==> src/rtl/debug_seq_bcd_conv.sv <==
// rtl/debug_seq_bcd_conv.sv - iterative double-dabble of packed signed debug sequences into sign+BCD strings
// Define DEBUG_SEQ_LEADING_BLANK_EN to blank leading zero magnitude digits.
module debug_seq_bcd_conv #(
  parameter int SEQ_LEN    = 20,
  parameter int SEQ_NUM    = 6,
  parameter int SEQ_DIGITS = 6,
  parameter int INT_DIGITS = SEQ_LEN/3+1
) (
  input  logic                           sys_clk,
  input  logic                           sys_rst_n,
  input  logic                           start,
  input  logic [SEQ_LEN*SEQ_NUM-1:0]     seq_in,
  output logic                           busy,
  output logic                           done,
  output logic [SEQ_NUM*SEQ_DIGITS*4-1:0] bcd_out,
  output logic [SEQ_NUM-1:0]             ovf
);

  localparam int SLOT_W     = SEQ_DIGITS*4;
  localparam int MAG_DIGITS = SEQ_DIGITS-1;
  localparam int BCD_W      = INT_DIGITS*4;
  localparam int IDX_W      = (SEQ_NUM > 1) ? $clog2(SEQ_NUM) : 1;
  localparam int CNT_W      = $clog2(SEQ_LEN);
  localparam logic [3:0] SIGN_MINUS = 4'hA;
  localparam logic [3:0] SIGN_BLANK = 4'hF;
  localparam logic [SLOT_W-1:0] RST_SLOT = {SIGN_BLANK, {(MAG_DIGITS*4){1'b0}}};

  typedef enum logic [2:0] {IDLE, ABS, SHIFT, STORE, COMMIT} state_t;

  state_t                      state;
  logic [SEQ_LEN*SEQ_NUM-1:0]  snap;
  logic [IDX_W-1:0]            index;
  logic [CNT_W-1:0]            bitcnt;
  logic                        neg;
  logic [SEQ_LEN-1:0]          mag;
  logic [BCD_W-1:0]            bcd;
  logic [SEQ_NUM*SLOT_W-1:0]   stage_bcd;
  logic [SEQ_NUM-1:0]          stage_ovf;

  logic [SEQ_LEN-1:0]          cur_slot;
  logic [BCD_W-1:0]            bcd_adj;
  logic [BCD_W+SEQ_LEN-1:0]    shifted;
  logic                        sat;
  logic [MAG_DIGITS*4-1:0]     mag_digits;
  logic [SLOT_W-1:0]           store_word;
`ifdef DEBUG_SEQ_LEADING_BLANK_EN
  logic                        seen;
`endif

  assign cur_slot = snap[index*SEQ_LEN +: SEQ_LEN];

  always_comb begin
    bcd_adj = bcd;
    for (int d = 0; d < INT_DIGITS; d++) begin
      if (bcd[d*4 +: 4] >= 4'd5) bcd_adj[d*4 +: 4] = bcd[d*4 +: 4] + 4'd3;
    end
  end

  assign shifted = {bcd_adj, mag} << 1;

  // Digits beyond the displayable range mean the value saturates to all 9s.
  always_comb begin
    sat = 1'b0;
    for (int d = MAG_DIGITS; d < INT_DIGITS; d++) begin
      if (bcd[d*4 +: 4] != 4'd0) sat = 1'b1;
    end
    mag_digits = sat ? {MAG_DIGITS{4'h9}} : bcd[MAG_DIGITS*4-1:0];
`ifdef DEBUG_SEQ_LEADING_BLANK_EN
    seen = 1'b0;
    for (int d = MAG_DIGITS-1; d > 0; d--) begin
      if (mag_digits[d*4 +: 4] != 4'd0) seen = 1'b1;
      if (!seen) mag_digits[d*4 +: 4] = 4'hF;
    end
`endif
    store_word = {((neg && (bcd != '0)) ? SIGN_MINUS : SIGN_BLANK), mag_digits};
  end

  always_ff @(posedge sys_clk or negedge sys_rst_n) begin
    if (!sys_rst_n) begin
      state     <= IDLE;
      snap      <= '0;
      index     <= '0;
      bitcnt    <= '0;
      neg       <= 1'b0;
      mag       <= '0;
      bcd       <= '0;
      stage_bcd <= {SEQ_NUM{RST_SLOT}};
      stage_ovf <= '0;
      bcd_out   <= {SEQ_NUM{RST_SLOT}};
      ovf       <= '0;
      busy      <= 1'b0;
      done      <= 1'b0;
    end else begin
      done <= 1'b0;
      case (state)
        IDLE: begin
          if (start) begin
            snap  <= seq_in;
            index <= '0;
            busy  <= 1'b1;
            state <= ABS;
          end
        end
        ABS: begin
          neg    <= cur_slot[SEQ_LEN-1];
          mag    <= cur_slot[SEQ_LEN-1] ? -cur_slot : cur_slot;
          bcd    <= '0;
          bitcnt <= '0;
          state  <= SHIFT;
        end
        SHIFT: begin
          {bcd, mag} <= shifted;
          bitcnt     <= bitcnt + CNT_W'(1);
          if (bitcnt == CNT_W'(SEQ_LEN-1)) state <= STORE;
        end
        STORE: begin
          stage_bcd[index*SLOT_W +: SLOT_W] <= store_word;
          stage_ovf[index]                  <= sat;
          if (index == IDX_W'(SEQ_NUM-1)) begin
            state <= COMMIT;
          end else begin
            index <= index + IDX_W'(1);
            state <= ABS;
          end
        end
        COMMIT: begin
          bcd_out <= stage_bcd;
          ovf     <= stage_ovf;
          done    <= 1'b1;
          busy    <= 1'b0;
          state   <= IDLE;
        end
        default: state <= IDLE;
      endcase
    end
  end

endmodule

==> config.mk <==
export PLATFORM = sky130hd
export DESIGN_NAME = debug_seq_bcd_conv
export DESIGN_NICKNAME = d
export VERILOG_FILES = /design/src/rtl/debug_seq_bcd_conv.sv
export SDC_FILE = /design/constraint.sdc
export NUM_CORES = 1
export LEC_CHECK = 0
export ABC_CLOCK_PERIOD_IN_PS = 4400
export BUFFER_PORTS_ARGS = -buffer_cell sky130_fd_sc_hd__clkbuf_2
export CORE_ASPECT_RATIO = 1.75
export CORE_UTILIZATION = 58
export DETAILED_ROUTE_END_ITERATION = 8
export PLACE_DENSITY = 0.8
export RECOVER_POWER = 25
export SETUP_SLACK_MARGIN = 0.15
export SLEW_MARGIN = 0
export SYNTH_ARGS = -nofsm -noshare
export SYNTH_HDL_FRONTEND = slang
export SYNTH_SLANG_ARGS = --single-unit
export TNS_END_PERCENT = 50
==> constraint.sdc <==
create_clock -name sys_clk -period 4.4 [get_ports sys_clk]
set_clock_uncertainty 0.15 [all_clocks]
set_input_delay 0.66 -clock sys_clk [delete_from_list [all_inputs] [get_ports sys_clk]]
set_output_delay 0.66 -clock sys_clk [all_outputs]
set_load 0.05 [all_outputs]
==> qor.log, run 1 <==
qor: run_status.run_status complete, but fails checks
qor: run_status.violations capacitance limit, slew limit
qor: setup_path.end_kind flip-flop
qor: floorplanning.io-pin-count 275
qor: power_and_ir_drop.max-vdd-ir-drop 0.516 mV
qor: sta.grt_setup_unrepaired no
qor: yosys.yosysTopAreaCellShare 0.485
qor: sta.tightest_slew 2820 ps
qor: drt.via_per_inst 6.12
qor: drt.wl 59.1 mm
qor: setup_path.critPathTopFamily adder cells
qor: global_routing.grt_max_degree 153
qor: power_and_ir_drop.power_density 663 nW/µm²
qor: sta.tns 0 ps
qor: sta.final.min_clock_period 3860 ps
qor: layout.finish.utilization 0.678
qor: yosys.synth_top_family_by_area multiplexers
qor: sta.peak_clock_frequency_supported_by_timing 0.259 GHz
qor: clock_network.post_cts_buffers 0
qor: floorplanning.die_area 39,400 µm²
qor: drt.dr_total_vias 15,921
qor: layout.final-instance-count-excl-fill 2,600
qor: yosys.synth_area 22,400 µm²
qor: yosys.syn_area_per_cell 12.2 µm²
qor: global_routing.grt_pass1_vias 16,517
qor: setup_path.worst-path-buf-inv 2
qor: layout.post_route_cells_drive_above_1_share 0.406
qor: setup_path.cpPeakStageDelay 490 ps
qor: floorplanning.design.core.area 37,800 µm²
qor: setup_path.cp.arrival 4160 ps
qor: drt.drc 0
qor: clock_network.tritoncts done
qor: clock_network.maximum_level_of_the_cts_h_tree 2
qor: global_routing.grt_pass1_wl 92.0 mm
qor: setup_path.crit_path_top_delay_cell dfrtp_4
qor: yosys.synthesis.nets 1,991
qor: yosys.post_synth_num_cell_types 84
qor: floorplanning.die_wd 150 µm
qor: placement.finalWeightedCongestion 0.957
qor: yosys.synthDominantAreaCellType dfrtp_1
qor: yosys.synth_enable_flop_cells 0
qor: clock_network.cts.clk_slew.worst_paths 60 ps
qor: global_routing.globalRoute.totalOverflow 0
qor: layout.stdcell_area 25,600 µm²
qor: sta.slew_viol_final 108
qor: sta.slew-limit-headroom -0.881
qor: setup_path.critPathKind reg2reg
qor: yosys.post_synth_xor_area_fraction 0.0124
qor: clock_network.clock-root-buffer clkbuf_16
qor: sta.timing.final.hold_violations 0
qor: yosys.yosys_warnings 0
qor: setup_path.worstSetupStartpointType flip-flop
qor: drt.avgRoutedWirePerCell 22.7 µm
qor: clock_network.clock_latency 560 ps
qor: floorplanning.die_h 262 µm
qor: hold_path.timing.hold.worst.class in2reg
qor: floorplanning.fp-row-count 94
qor: clock_network.cts_hold_buffers 0
qor: yosys.synthSimpleGateAreaFrac 0.0764
qor: power_and_ir_drop.leakage 11.9 nW
qor: yosys.postSynth.asyncResetShare 1.00
qor: placement.port_buffers 274
qor: placement.placement.cell_area 24,300 µm²
qor: yosys.synth_flop_cell dfrtp_1
qor: clock_network.cts-resized-gates 0
qor: layout.antenna_fix_cells 0
qor: global_routing.grt_use_total 0.306
qor: clock_network.numCtsBuffers 43
qor: placement.placed_cells_incl_taps 2,524
qor: power_and_ir_drop.finalPower 0.0170 W
qor: floorplanning.floorplan.initialDensity 0.593
qor: yosys.synth-adder-area-share 0.0188
qor: yosys.post-synth-top-count-cell dfrtp_1
qor: setup_path.critical_path.cell_chain ha_1 -> fa_1 -> xnor2_2 -> nand3_1 -> inv_1 -> ha_1 -> buf_4 -> and2_1 -> nand3_1 -> a21oi_4 -> mux2_2
qor: yosys.ys_top_cells_by_count dfrtp_1, mux2_2, nand2_1
qor: yosys.yosys-top-cells-area dfrtp_1, mux2_2, dfstp_2
qor: drt.drt.antenna.violating_nets 0
qor: drt.first_iter_violations 921
qor: layout.number_of_nets_in_the_layout 2,245
qor: placement.detailed_place_hpwl 43.3 mm
qor: clock_network.cts.sinks 482
qor: sta.setup_viol 0
qor: yosys.post_synthesis_compound_gate_area_fraction 0.101
qor: yosys.syn-instance-count 1,835
qor: yosys.synth-seq-cells 482
qor: setup_path.timing.critical_path.required 4690 ps
qor: setup_path.max_fo_critical_path 11
qor: yosys.muxShareOfSynthArea 0.223
qor: run.maximum_capacitance_violations 1
qor: sta.min_period_over_period 0.878
qor: yosys.synth_seq_area_share 0.542
qor: drt.detail_route.first_pass.iterations 5
qor: clock_network.cts_max_path_bufs 3
qor: layout.area_delta_synth_final 14.4%
qor: global_routing.grt_antenna_before_repair 0
==> stage by stage <==
step	setup slack (ps)	hold slack, ps
2_1_floorplan	593	214
4_1_cts	573	49.9
3_3_place_gp	619	309
3_5_place_dp	592	313
6_report	536	183
5_1_grt	310	173
==> worst register-to-register path, delay by kind of cell, from the launching register on <==
| family | cells | cell delay, ps |
|---|---|---|
| adders and majority gates | 3 | 1080 |
| and+or+nand+nor | 3 | 620 |
| DFF | 1 | 490 |
| muxes | 1 | 380 |
| xor gates and xnor gates | 1 | 350 |
| buffers and inverters | 2 | 330 |
| AOI/OAI and AO/OA | 1 | 330 |
==> final cells by class <==
cell class	count	area [µm²]
fill	2760	12200
sequential	482	12100
multi-input combinational	1209	9660
timing repair buffer	324	1790
clock buffer	65	1230
tap	480	601
inverter	29	109
clock inverter	11	73.8
==> sequential cells by signal (all words and copies together) (netlist names), 5 cells and up <==
name and cells:
mag 20, ovf 6, bitcnt 5, snap 120, stage_bcd 144, bcd_out 144
stage_ovf 6, bcd 28
==> metal layers <==
metal / wire length, µm / vias to the layer above / global-route usage
met5: 0 / - / 0
li1: - / 7146 / -
met3: 2670 / 186 / 0.0399
met1: 20800 / 8020 / 0.333
met2: 32200 / 569 / 0.565
met4: 3460 / 0 / 0.175
==> power by group <==
part | internal, W | total, W | leakage [nW] | switching (W)
sequential | 0.00552 | 0.00617 | 6.22 | 0.000650
combinational | 0.00274 | 0.00724 | 5.07 | 0.00451
clock | 0.00194 | 0.00356 | 0.644 | 0.00162
==> path summary, 6_finish.rpt <==
check	cells after the start	to	slack, ps	start
max	11	stage_bcd[136]	540	index[0]
min	2	snap[9]	180	seq_in[9]
max reg2reg	11	stage_bcd[136]	540	index[0]
min reg2reg	2	stage_bcd[22]	320	stage_bcd[22]
max in group asynchronous	2	stage_bcd[84]	1070	sys_rst_n
min in group asynchronous	1	bcd_out[28]	860	sys_rst_n
==> cells in the final DEF (no fill, tap or decap), drive strengths merged, types with 10 or more instances in the layout <==
cell type  netlist  routed
a21oi           73      73
a22oi           26      26
a31oi           15      15
buf             30      45
clkbuf          85     344
clkinv           4      10
dfrtp          434     434
dfstp           48      48
ha              32      32
inv             25      30
mux2           396     396
mux2i           36      36
nand2          119     119
nand2b          24      24
nand3           32      32
nand4           14      14
nor2            89      89
nor3            17      17
o21ai          119     119
o22ai           38      38
o31ai           17      17
or2             10      10
xnor2           18      18
xor2            12      12
==> kinds of logic after synthesis <==
group,Yosys count
simple gates,348
fa+ha+maj,33
flops,482
buf+inv,144
mux,439
xor+xnor,30
compound gates,359
Power figures use the tool's default switching activity.
==> run 2, diff against run 1 <==
--- a/config.mk
+++ b/config.mk
@@ -5,12 +5,12 @@
 export SDC_FILE = /design/constraint.sdc
 export NUM_CORES = 1
 export LEC_CHECK = 0
-export ABC_CLOCK_PERIOD_IN_PS = 4400
+export ABC_CLOCK_PERIOD_IN_PS = 4600
 export BUFFER_PORTS_ARGS = -buffer_cell sky130_fd_sc_hd__clkbuf_2
 export CORE_ASPECT_RATIO = 1.75
-export CORE_UTILIZATION = 58
+export CORE_UTILIZATION = 63
 export DETAILED_ROUTE_END_ITERATION = 8
-export PLACE_DENSITY = 0.8
+export PLACE_DENSITY = 0.95
 export RECOVER_POWER = 25
 export SETUP_SLACK_MARGIN = 0.15
 export SLEW_MARGIN = 0
==> constraint.sdc (replaced) <==
create_clock -name sys_clk -period 4.6 [get_ports sys_clk]
set_clock_uncertainty 0.15 [all_clocks]
set_input_delay 0.69 -clock sys_clk [delete_from_list [all_inputs] [get_ports sys_clk]]
set_output_delay 0.69 -clock sys_clk [all_outputs]
set_load 0.05 [all_outputs]
==> qor.log, run 2 (synthesized netlist as in run 1, its figures left out) <==
qor: clock_network.clock-root-buffer clkbuf_16
qor: drt.wl 65.6 mm [+11%]
qor: drt.drt.antenna.violating_nets 0 [unchanged]
qor: clock_network.cts-resized-gates 0 [unchanged]
qor: floorplanning.io-pin-count 275 [unchanged]
qor: global_routing.globalRoute.totalOverflow 0 [unchanged]
qor: setup_path.timing.critical_path.required 4900 ps [+210 ps]
qor: sta.min_period_over_period 0.867 [-0.0115]
qor: floorplanning.floorplan.initialDensity 0.638 [+0.0454]
qor: setup_path.critPathLaunch index[0]
qor: global_routing.grt_pass1_vias 17,849 [+8.1%]
qor: clock_network.tritoncts done
qor: clock_network.cts_hold_buffers 0 [unchanged]
qor: clock_network.maximum_level_of_the_cts_h_tree 2 [unchanged]
qor: power_and_ir_drop.finalPower 0.0167 W [-1.3%]
qor: sta.final.min_clock_period 3990 ps [+123 ps]
qor: drt.dr_total_vias 16,763 [+5.3%]
qor: layout.top_regs bcd_out x144, stage_bcd x144, snap x120
qor: sta.timing.final.hold_violations 0 [unchanged]
qor: floorplanning.die_h 251 µm [-4.0%]
qor: drt.via_per_inst 6.49 [+5.9%]
qor: run_status.run_status complete, but fails checks
qor: power_and_ir_drop.max-vdd-ir-drop 0.464 mV [-10%]
qor: setup_path.end_kind flip-flop
qor: sta.peak_clock_frequency_supported_by_timing 0.251 GHz [-3.1%]
qor: layout.post_route_cells_drive_above_1_share 0.409 [+0.00255]
qor: sta.slew_viol_final 105 [-2.8%]
qor: sta.slew-limit-headroom -0.932 [-0.0514]
qor: floorplanning.die_area 36,300 µm² [-7.9%]
qor: clock_network.cts.clk_slew.worst_paths 70 ps [about the same]
qor: run_status.violations capacitance limit, slew limit
qor: clock_network.cts_max_path_bufs 3 [unchanged]
qor: setup_path.critPathKind reg2reg
qor: hold_path.hp-start seq_in[71]
qor: global_routing.grt_antenna_before_repair 0 [unchanged]
qor: hold_path.worst_hold_path.num_cells 2 [unchanged]
qor: global_routing.grt_use_total 0.370 [+0.0640]
qor: power_and_ir_drop.power_density 652 nW/µm² [-1.6%]
qor: floorplanning.fp-row-count 91 [-3.2%]
qor: setup_path.cp.arrival 4280 ps [+120 ps]
qor: layout.fill_cells 2,252 [-18%]
qor: setup_path.crit-reg2reg-launch index[0]
qor: floorplanning.die_wd 144 µm [-4.0%]
qor: sta.tightest_slew 2900 ps [+77.0 ps]
qor: global_routing.grt_pass1_wl 101 mm [+9.5%]
qor: layout.area_delta_synth_final 14.7%
qor: layout.number_of_nets_in_the_layout 2,244 [-0.045%]
qor: clock_network.numCtsBuffers 41 [-4.7%]
qor: clock_network.cts.sinks 482 [unchanged]
qor: layout.mostFrequentLayoutCells dfrtp_1, mux2_2, clkbuf_2
qor: drt.detail_route.first_pass.iterations 7 [+2]
qor: placement.port_buffers 274 [unchanged]
qor: power_and_ir_drop.leakage 12.0 nW [+0.28%]
qor: placement.placed_cells_incl_taps 2,510 [-0.55%]
qor: setup_path.worstSetupStartpointType flip-flop
qor: drt.first_iter_violations 1,370 [+49%]
qor: global_routing.grt_max_degree 153 [unchanged]
qor: sta.setup_viol 0 [unchanged]
qor: drt.avgRoutedWirePerCell 25.4 µm [+12%]
qor: placement.detailed_place_hpwl 46.4 mm [+7.2%]
qor: run.maximum_capacitance_violations 1 [unchanged]
qor: clock_network.post_cts_buffers 0 [unchanged]
qor: sta.tns 0 ps [unchanged]
qor: layout.final_common_cell dfrtp_1
qor: layout.final-instance-count-excl-fill 2,584 [-0.62%]
qor: floorplanning.design.core.area 35,100 µm² [-7.1%]
qor: setup_path.max_fo_critical_path 39 [+28]
qor: placement.finalWeightedCongestion 0.983 [+2.7%]
qor: setup_path.r2r.worst_path.cells 10 [-1]
qor: hold_path.timing.hold.worst.class in2reg
qor: drt.drc 0 [unchanged]
qor: layout.antenna_fix_cells 0 [unchanged]
qor: clock_network.clock_latency 570 ps [about the same]
qor: sta.grt_setup_unrepaired no
## run 2: cell types whose count changed in the layout (fill, tap and decap cells not counted), moves of 2 or more
cell | before | now
clkinv_8 | 0 | 2
clkbuf_2 | 277 | 274
clkbuf_1 | 17 | 10
bufinv_16 | 0 | 2
clkbuf_16 | 43 | 41
buf_4 | 40 | 43
clkinvlp_4 | 0 | 3
clkinv_2 | 6 | 4
inv_6 | 5 | 1
clkbuf_8 | 7 | 12
## run 2: worst max-delay path, stage by stage (launching register included)
cell,delay [ps]
dfrtp_4,420
buf_4,430
clkinv_1,180
ha_1,700
or2_2,270
a21oi_1,70
o22a_1,380
nand2b_1,370
o21a_1,260
nor2_4,230
mux2_2,390
## run 2: worst paths after layout
| path | slack [ps] | endpoint |
|---|---|---|
| max | 610 | stage_bcd[9] |
| min | 210 | snap[71] |
| max reg2reg | 610 | stage_bcd[9] |
| min reg2reg | 330 | stage_bcd[23] |
| max in group asynchronous | 1230 | stage_bcd[104] |
| min in group asynchronous | 900 | bcd_out[133] |
## run 2: area by class of cell
| class | count | area [µm²] | area share |
|---|---|---|---|
| tap | 465 | 582 | 0.0227 |
| inverter | 29 | 109 | 0.00424 |
| clock inverter | 13 | 153 | 0.00595 |
| clock buffer | 61 | 1220 | 0.0476 |
| timing repair buffer | 325 | 1820 | 0.0710 |
| sequential | 482 | 12100 | 0.472 |
| multi-input combinational | 1209 | 9660 | 0.376 |
## run 2: through the flow
stage / setup WS, ps / cell area [µm²] / hold WS [ps] / utilization
finish: 614 / 25700 / 213 / 0.732
global route: 492 / 25700 / 206 / 0.732
CTS: 758 / 25700 / 78.6 / 0.732
detailed placement: 795 / 24300 / 315 / 0.693
global placement: 855 / 24300 / 309 / 0.693
floorplan: 793 / 22400 / 244 / -
## run 2: per-layer routing
layer  wire (µm)  global-route usage  part of all wire
met3        3840              0.0667             0.059
met1       20900               0.368              0.32
met4        6250               0.302             0.095
met5           0                   0                 0
met2       34600               0.658              0.53
## run 2: power by group
part           internal [W]  switching (W)
combinational       0.00265        0.00458
clock               0.00197        0.00160
sequential          0.00528       0.000665
total               0.00990        0.00684
==> run 3, diff against run 2 <==
--- a/config.mk
+++ b/config.mk
@@ -7,8 +7,10 @@
 export LEC_CHECK = 0
 export ABC_CLOCK_PERIOD_IN_PS = 4600
 export BUFFER_PORTS_ARGS = -buffer_cell sky130_fd_sc_hd__clkbuf_2
+export CELL_PAD_IN_SITES_DETAIL_PLACEMENT = 0
+export CELL_PAD_IN_SITES_GLOBAL_PLACEMENT = 1
 export CORE_ASPECT_RATIO = 1.75
-export CORE_UTILIZATION = 63
+export CORE_UTILIZATION = 51
 export DETAILED_ROUTE_END_ITERATION = 8
 export PLACE_DENSITY = 0.95
 export RECOVER_POWER = 25
==> qor.log, run 3 (synthesized netlist as in run 1, its figures left out) <==
qor: run_status.run_status complete, but fails checks
qor: run_status.violations capacitance limit, slew limit
qor: sta.setup_viol 0 [unchanged]
qor: power_and_ir_drop.clock_network_fraction_of_total_power 0.233 [+0.020]
qor: layout.number_of_nets_in_the_layout 2,240 [-0.18%]
qor: sta.slew-limit-headroom -0.868 [+0.0638]
qor: sta.grt_setup_unrepaired no
qor: global_routing.grt_antenna_before_repair 1 [+1]
qor: clock_network.post_cts_buffers 0 [unchanged]
qor: setup_path.critPathKind reg2reg
qor: global_routing.globalRoute.totalOverflow 0 [unchanged]
qor: power_and_ir_drop.finalPower 0.0167 W [-0.43%]
qor: global_routing.grt_max_degree 153 [unchanged]
qor: layout.fill_cells 3,442 [+53%]
qor: power_and_ir_drop.power.combinational.fraction 0.413 [-0.019]
qor: global_routing.grt_pass1_wl 93.6 mm [-7.0%]
qor: power_and_ir_drop.leakage 12.0 nW [+0.37%]
qor: drt.drt.antenna.violating_nets 0 [unchanged]
qor: drt.detail_route.first_pass.iterations 5 [-2]
qor: power_and_ir_drop.p_switching 0.00655 W [-4.3%]
qor: sta.final.min_clock_period 3880 ps [-103 ps]
qor: placement.finalWeightedCongestion 1.01 [+2.5%]
qor: power_and_ir_drop.internal_power 0.0101 W [+2.2%]
qor: drt.wl 60.4 mm [-8.0%]
qor: setup_path.end_kind flip-flop
qor: power_and_ir_drop.p_sw_frac 0.393 [-0.0158]
qor: clock_network.clock_latency 570 ps [about the same]
qor: clock_network.maximum_level_of_the_cts_h_tree 2 [unchanged]
qor: setup_path.max_fo_critical_path 13 [-67%]
qor: run.maximum_capacitance_violations 3 [+2]
qor: setup_path.timing.critical_path.required 4890 ps [about the same]
qor: sta.timing.final.hold_violations 0 [unchanged]
qor: setup_path.r2r.worst_path.cells 10 [unchanged]
qor: global_routing.grt_use_total 0.272 [-0.0985]
qor: floorplanning.die_h 279 µm [+11%]
qor: clock_network.cts.sinks 482 [unchanged]
qor: setup_path.crit-reg2reg-launch index[0]
qor: placement.dp_worst_setup_slack 754 ps [-41.4 ps]
qor: sta.slew_viol_final 175 [+67%]
qor: floorplanning.floorplan.initialDensity 0.516 [-0.122]
qor: layout.area_delta_synth_final 15.7%
qor: clock_network.clock-root-buffer clkbuf_16
qor: power_and_ir_drop.p_seq_frac 0.355 [about the same]
qor: setup_path.r2r_setup_slack 720 ps [+100 ps]
qor: clock_network.cts.clk_slew.worst_paths 70 ps [about the same]
qor: floorplanning.fp-row-count 101 [+11%]
qor: placement.port_buffers 274 [unchanged]
qor: power_and_ir_drop.max-vdd-ir-drop 0.498 mV [+7.3%]
qor: layout.final-instance-count-excl-fill 2,686 [+3.9%]
qor: floorplanning.die_area 44,700 µm² [+23%]
qor: sta.tns 0 ps [unchanged]
qor: layout.antenna_fix_cells 0 [unchanged]
qor: drt.avgRoutedWirePerCell 22.5 µm [-11%]
qor: hold_path.timing.hold.worst.class in2async
qor: placement.detailed_place_hpwl 43.6 mm [-5.9%]
qor: sta.peak_clock_frequency_supported_by_timing 0.257 GHz [+2.6%]
qor: floorplanning.design.core.area 43,300 µm² [+24%]
qor: floorplanning.io-pin-count 275 [unchanged]
qor: sta.setup_slack 716 ps [+103 ps]
qor: drt.via_per_inst 5.91 [-8.8%]
qor: clock_network.tritoncts done
qor: sta.min_period_over_period 0.844 [-0.0223]
qor: setup_path.worst_flop_to_flop_path_endpoint stage_bcd[5]
qor: clock_network.cts_max_path_bufs 3 [unchanged]
qor: drt.first_iter_violations 1,247 [-9.0%]
qor: layout.final_common_cell dfrtp_1
qor: setup_path.cp.arrival 4170 ps [-110 ps]
qor: placement.placed_cells_incl_taps 2,604 [+3.7%]
qor: floorplanning.die_wd 160 µm [+11%]
qor: layout.top_regs bcd_out x144, stage_bcd x144, snap x120
qor: global_routing.grt_pass1_vias 16,282 [-8.8%]
qor: layout.post_route_cells_drive_above_1_share 0.408 [about the same]
qor: drt.drc 0 [unchanged]
qor: sta.tightest_slew 2800 ps [-95.7 ps]
qor: sta.hold_slack 78.6 ps [-134 ps]
qor: power_and_ir_drop.power_density 644 nW/µm² [-1.2%]
qor: clock_network.cts_hold_buffers 0 [unchanged]
qor: setup_path.worstSetupStartpointType flip-flop
qor: drt.dr_total_vias 15,885 [-5.2%]
qor: clock_network.cts-resized-gates 0 [unchanged]
qor: layout.mostFrequentLayoutCells dfrtp_1, mux2_2, clkbuf_2
qor: clock_network.numCtsBuffers 44 [+7.3%]
[run 3: metrics by stage]
stage	cell area [µm²]	utilization
2_1_floorplan	22400	-
3_3_place_gp	24400	0.563
3_5_place_dp	24400	0.563
4_1_cts	25900	0.598
5_1_grt	25900	0.597
6_report	25900	0.597
[run 3: power groups by stage]
stage,logic (W),clock network (W),registers [W]
after floorplan,0.00476,0,0.00582
after global placement,0.00661,0,0.00590
after detailed placement,0.00676,0,0.00598
after CTS,0.00679,0.00396,0.00591
after global routing,0.00740,0.00411,0.00602
final,0.00688,0.00388,0.00591
[run 3: per-layer routing]
metal | track usage | wire length (µm) | up-vias
met5 | 0 | 0 | -
met2 | 0.499 | 32200 | 592
met4 | 0.172 | 4150 | 0
met1 | 0.287 | 21100 | 7974
met3 | 0.0432 | 2930 | 189
li1 | - | - | 7130
[run 3: how the worst max path moves through the flow]
stage                     cells past startpoint      start              to  slack, ps
after floorplan                              13   index[1]   stage_bcd[40]        790
after global placement                        9   index[0]  stage_bcd[138]        870
after detailed placement                     10   index[0]    stage_bcd[5]        750
after CTS                                    10   index[0]    stage_bcd[5]        730
after global routing                          2  sys_rst_n   stage_bcd[17]        340
final                                        10   index[0]    stage_bcd[5]        720
[run 3: final cells by class]
| type | count | area [µm²] | area share |
|---|---|---|---|
| sequential | 482 | 12100 | 0.469 |
| tap | 566 | 708 | 0.0274 |
| multi-input combinational | 1209 | 9660 | 0.373 |
| clock buffer | 63 | 1280 | 0.0496 |
| timing repair buffer | 318 | 1730 | 0.0669 |
| inverter | 29 | 109 | 0.00421 |
| clock inverter | 19 | 267 | 0.0103 |
[run 3: worst max-delay path, stage by stage (launching register included)]
cell     delay (ps)
dfrtp_4         480
ha_1            280
fa_1            470
xnor2_2         340
nand3_1         150
inv_1            90
ha_1            430
nor3_4          280
nand2_1         150
nor4_4          540
mux2_2          410
